<file path="src/rtl/dp_memory_pkg.sv">
// Shared types and default sizes for the dual-port instruction/data store.
package dp_memory_pkg;

   typedef enum logic [0:0] {
      ST_CLEAR = 1'b0,
      ST_READY = 1'b1
   } state_e;

   localparam int DATA_W_DEF = 8;
   localparam int ADDR_W_DEF = 8;

endpackage

</file>
<file path="src/rtl/mem_clear_seq.sv">
// Post-reset zero-fill sequencer: walks every address once, then parks in READY.
module mem_clear_seq
   import dp_memory_pkg::*;
#(
   parameter int ADDR_W         = ADDR_W_DEF,
   parameter bit CLEAR_ON_RESET = 1'b1
) (
   input  logic              clk,
   input  logic              rst,
   output logic              busy_o,
   output logic              clr_we_o,
   output logic [ADDR_W-1:0] clr_addr_o,
   output state_e            state_o
);

   state_e            state_q;
   logic [ADDR_W-1:0] clr_cnt_q;
   logic              busy_q;

   // A reset at any point restarts the walk from address 0.
   always_ff @(posedge clk or negedge rst) begin
      if (!rst) begin
         if (CLEAR_ON_RESET) begin
            state_q <= ST_CLEAR;
         end else begin
            state_q <= ST_READY;
         end
         busy_q    <= CLEAR_ON_RESET;
         clr_cnt_q <= '0;
      end else begin
         case (state_q)
            ST_CLEAR: begin
               clr_cnt_q <= clr_cnt_q + 1'b1;
               if (&clr_cnt_q) begin
                  state_q <= ST_READY;
                  busy_q  <= 1'b0;
               end
            end
            default: begin
               busy_q <= 1'b0;
            end
         endcase
      end
   end

   assign busy_o     = busy_q;
   assign clr_we_o   = (state_q == ST_CLEAR);
   assign clr_addr_o = clr_cnt_q;
   assign state_o    = state_q;

endmodule

</file>
<file path="src/rtl/dp_memory.sv">
// Dual-port synchronous store: port A read-only fetch, port B read/write data,
// write-first on B and B-to-A forwarding on same-address collisions.
module dp_memory
   import dp_memory_pkg::*;
#(
   parameter int DATA_W         = DATA_W_DEF,
   parameter int ADDR_W         = ADDR_W_DEF,
   parameter bit CLEAR_ON_RESET = 1'b1
) (
   input  logic              clk,
   input  logic              rst,
   input  logic              a_en,
   input  logic [ADDR_W-1:0] a_addr,
   output logic [DATA_W-1:0] a_data,
   output logic              a_valid,
   input  logic              b_en,
   input  logic              b_we,
   input  logic [ADDR_W-1:0] b_addr,
   input  logic [DATA_W-1:0] b_wdata,
   output logic [DATA_W-1:0] b_rdata,
   output logic              b_valid,
   output logic              busy
);

   localparam int DEPTH = 2 ** ADDR_W;

   reg [DATA_W-1:0] mem [0:DEPTH-1];

   logic              seq_busy;
   logic              clr_we;
   logic [ADDR_W-1:0] clr_addr;
   state_e            seq_state;

   mem_clear_seq #(
      .ADDR_W         (ADDR_W),
      .CLEAR_ON_RESET (CLEAR_ON_RESET)
   ) u_clear_seq (
      .clk        (clk),
      .rst        (rst),
      .busy_o     (seq_busy),
      .clr_we_o   (clr_we),
      .clr_addr_o (clr_addr),
      .state_o    (seq_state)
   );

   logic ready;
   logic a_rd;
   logic b_acc;
   logic b_wr;
   logic fwd;

   assign ready = (seq_state == ST_READY);
   assign a_rd  = ready & a_en;
   assign b_acc = ready & b_en;
   assign b_wr  = b_acc & b_we;
   assign fwd   = a_rd & b_wr & (a_addr == b_addr);

   // The sequencer owns the write port while clearing; port B is gated off then.
   logic              wr_en;
   logic [ADDR_W-1:0] wr_addr;
   logic [DATA_W-1:0] wr_data;

   assign wr_en   = clr_we | b_wr;
   assign wr_addr = clr_we ? clr_addr : b_addr;
   assign wr_data = clr_we ? '0 : b_wdata;

   always_ff @(posedge clk) begin
      if (wr_en) begin
         mem[wr_addr] <= wr_data;
      end
   end

   logic [DATA_W-1:0] a_data_q, a_data_d;
   logic [DATA_W-1:0] b_rdata_q, b_rdata_d;
   logic              a_valid_q;
   logic              b_valid_q;

   // Array reads see the pre-write contents, so new write data is muxed in here.
   always_comb begin
      a_data_d  = a_data_q;
      b_rdata_d = b_rdata_q;
      if (!ready) begin
         a_data_d  = '0;
         b_rdata_d = '0;
      end else begin
         if (a_rd) begin
            a_data_d = fwd ? b_wdata : mem[a_addr];
         end
         if (b_acc) begin
            b_rdata_d = b_we ? b_wdata : mem[b_addr];
         end
      end
   end

   always_ff @(posedge clk or negedge rst) begin
      if (!rst) begin
         a_data_q  <= '0;
         b_rdata_q <= '0;
         a_valid_q <= 1'b0;
         b_valid_q <= 1'b0;
      end else begin
         a_data_q  <= a_data_d;
         b_rdata_q <= b_rdata_d;
         a_valid_q <= a_rd;
         b_valid_q <= b_acc;
      end
   end

   assign a_data  = a_data_q;
   assign a_valid = a_valid_q;
   assign b_rdata = b_rdata_q;
   assign b_valid = b_valid_q;
   assign busy    = seq_busy;

endmodule

</file>
<file path="config.mk">
export PLATFORM = sky130hd
export DESIGN_NAME = dp_memory
export DESIGN_NICKNAME = d
export VERILOG_FILES = /design/src/rtl/dp_memory_pkg.sv /design/src/rtl/mem_clear_seq.sv /design/src/rtl/dp_memory.sv
export SDC_FILE = /design/constraint.sdc
export NUM_CORES = 2
export LEC_CHECK = 0
export CAP_MARGIN = 5
export CORE_MARGIN = 2
export CORE_UTILIZATION = 35
export DETAILED_ROUTE_END_ITERATION = 6
export GPL_ROUTABILITY_DRIVEN = 0
export PLACE_DENSITY = 0.51
export SYNTH_ARGS = -nofsm -noshare
export SYNTH_HDL_FRONTEND = slang
export SYNTH_SLANG_ARGS = --single-unit
</file>
<file path="constraint.sdc">
create_clock -name clk -period 6.02 [get_ports clk]
set_input_delay 1.204 -clock clk [delete_from_list [all_inputs] [get_ports clk]]
set_output_delay 1.204 -clock clk [all_outputs]
set_load 0.01 [all_outputs]
</file>
==> impl_metrics.py <==
metrics = {
    "route": {
        "drc": 0,
        "dr.pass1.iters": 5,
        "via_count": 56000,
        "drt_iter0_drc": 7458,
        "viasPerCell": 6.15,
        "wirelength_um": 340000,
        "wl_per_cell_um": 37.3,
        "ant_nets": 0,
    },
    "place": {
        "dp_slack_ns": 0.801,
        "port_buffers": 47,
        "dp_hpwl_um": 225000,
    },
    "logic_synthesis": {
        "synth_cell_types": 64,
        "syn_area_um2": 97000,
        "syn_nets": 5005,
        "ys_ff_latch": 2076,
        "synth_area_leader_cell": "edfxtp_1",
        "ys_warn_count": 0,
        "synth_ff_type": "edfxtp_1",
        "ys_seq_area_share_pct": 64.1,
        "yosys-top-cells-area": "edfxtp_1 (63%), mux4_2 (24%), mux2i_1 (2.4%)",
        "synth_edf_count": 2048,
        "synth_top_area_share_pct": 63.4,
        "async_reset_ff_share_pct": 1.35,
        "syn_inst": 4975,
        "postSynthAreaPerCell_um2": 19.5,
    },
    "clocking": {
        "holdBufCountCts": 0,
        "htree_levels": 4,
        "clockRootBuffer": "clkbuf_16",
        "cts_made_buffers": 228,
        "post_cts_resized": 0,
        "cts.clk_slew.worst_paths_ns": 0.06,
        "clock_sinks": 2076,
        "insertion_delay_ns": 0.89,
        "post-cts-setup-buffers": 0,
        "cts_tree": "built",
        "clock_path_buffers": 3,
    },
    "sta": {
        "hold_violations": 0,
        "fin_crit_sh_pct": 74.4,
        "final_max_slew_viol_count": 0,
        "postLayoutSetupSlackWorst_ns": 1.54,
        "period_minus_slack_ns": 4.48,
        "setup_viol": 0,
        "max-slew-margin-rel_pct": 15.7,
        "worst_slew_pin_slew_ns": 1.26,
        "clock.fmax_ghz": 0.223,
        "finalSetupTns_ns": 0,
        "rsz0062_at_grt": "no",
        "fin_skew_ns": 0.0710,
    },
    "worst_setup_path": {
        "worstPathMaxFanout": 23,
        "required_ns": 6.49,
        "crit_path_start_kind": "flop",
        "end_kind": "flop",
        "critical_path_class": "reg2reg",
        "arrival_ns": 4.95,
    },
    "global_route": {
        "grt_util_all_layers_pct": 24.0,
        "grt_pass1_vias": 56200,
        "grt_antenna_before_repair": 17,
        "grt_max_degree": 161,
        "grt_pass1_wl_um": 468000,
        "grt_overflow": 0,
    },
    "power": {
        "p_leak_uw": 0.0283,
        "ir_worst_vdd_v": 0.000263,
        "cellPowerDensity_nw_per_um2": 282,
    },
    "die": {
        "design.core.area_um2": 276000,
        "dieHeight_um": 530,
        "die_w_um": 530,
        "rows": 193,
        "initial_core_util_pct": 35.1,
        "ios": 48,
        "dieArea_um2": 281000,
    },
    "layout": {
        "fin_nets": 5229,
        "drive_gt1_share_pct": 33.6,
        "area_growth_pct": 14.3,
    },
    "outcome": {
        "status": "finished, final reports clean",
    },
    "job": {
        "drv_cap": 0,
    },
    "worst_hold_path": {
        "min_path_type": "in2async",
    },
}
[synthesized netlist by cell type (all sizes together), types with 3 or more instances]
library cell	number
a22oi	125
o31ai	16
o21ai	22
nor4	18
o22a	14
nor3	52
nor2	284
xnor2	6
or2	3
edfxtp	2048
o32ai	4
a32o	5
nand2b	9
a211o	3
a21oi	39
buf	242
o221ai	71
o211ai	16
mux2i	230
xor2	9
and3	3
a311o	7
and2	17
clkbuf	160
o41ai	7
or3	5
a2111o	7
nor2b	10
nand3b	11
o22ai	130
or3b	4
inv	19
o2111ai	7
nand2	172
mux2	48
a211oi	46
dfrtp	27
nand3	34
mux4	1018
a22o	4
[worst paths after layout]
kind	startpoint	to	slack (ns)	cells past startpoint
max in group asynchronous	rst	a_data[2]	5.07	1
worst max register to register	u_clear_seq.state_o	mem[184][7]	1.54	5
worst min-delay path	rst	a_valid	0.37	1
min in group clk	u_clear_seq.busy_o	u_clear_seq.busy_o	0.45	2
worst min register to register	u_clear_seq.busy_o	u_clear_seq.busy_o	0.45	2
worst max-delay path	u_clear_seq.state_o	mem[184][7]	1.54	5
[power by group]
group	internal, µW	total [µW]	switching, µW
Combinational	485	1450	968
Sequential	15600	15600	0
Clock	8020	14200	6170
[cell families after synthesis]
| logic type | count (synthesis) | share of synthesized area (%) |
|---|---|---|
| buffers and inverters | 423 | 2.27 |
| multiplexers | 1296 | 26.6 |
| AND/OR/NAND/NOR | 632 | 2.84 |
| XOR/XNOR | 15 | 0.135 |
| flip-flops | 2076 | 64.1 |
| AO/OA/AOI/OAI | 532 | 4.01 |
| adder cells (fa/ha/maj) | 1 | 0.0129 |
[worst max-delay path, stage by stage (launching register included)]
cell and delay [ns]:
dfrtp_1 0.69, buf_4 0.37, inv_1 0.28, o32ai_2 0.85, nand2_1 0.79, nor2_1 1.05
[through the flow]
stage / util (%) / instances / total power (µW) / cell area [µm²] / hold slack [ns]
2_1_floorplan: - / 4975 / 16800 / 97000 / 0.450
3_3_place_gp: 37.4 / 8671 / 17400 / 103000 / 0.440
3_5_place_dp: 37.4 / 8672 / 17400 / 103000 / 0.438
4_1_cts: 40.1 / 9099 / 31500 / 111000 / 0.341
5_1_grt: 40.2 / 9103 / 32000 / 111000 / 0.384
6_report: 40.2 / 9105 / 31300 / 111000 / 0.365
[state kept, by name (all words and copies together), names as in the netlist]
signal / cells
a_valid: 1
u_clear_seq.state_o: 1
mem: 2048
b_rdata: 8
u_clear_seq.clr_addr_o: 8
b_valid: 1
a_data: 8
u_clear_seq.busy_o: 1
[cell usage in the layout (no fill, tap or decap), types with 34 or more instances in the layout]
cell / count
clkinv_2: 49
clkbuf_16: 229
nand3_1: 34
clkdlybuf4s50_1: 34
o221ai_1: 71
buf_4: 300
a211oi_1: 46
edfxtp_1: 2048
a21oi_1: 39
o22ai_1: 130
nand2_1: 155
mux2_2: 48
nor2_1: 282
mux4_2: 1018
a22oi_1: 125
buf_12: 46
mux2i_1: 230
clkinv_1: 42
clkbuf_1: 48
nor3_1: 52
[routing by layer]
metal | track usage (%) | part of all wire [%] | vias to the layer above
li1 | - | - | 22000
met1 | 32.5 | 40 | 30500
met2 | 37.8 | 47 | 2943
met3 | 5.36 | 8.9 | 569
met4 | 8.90 | 4.2 | 6
met5 | 0 | 0.012 | -
[final cells by class]
class / count / area (µm²)
tap: 3705 / 4640
multi-input combinational: 2476 / 32700
sequential: 2076 / 62200
clock buffer: 277 / 5910
inverter: 21 / 83.8
timing repair buffer: 396 / 3660
antenna: 4 / 10.0
fill: 24600 / 165000
clock inverter: 150 / 1640
Note: power is estimated with default switching activity, not from simulation.
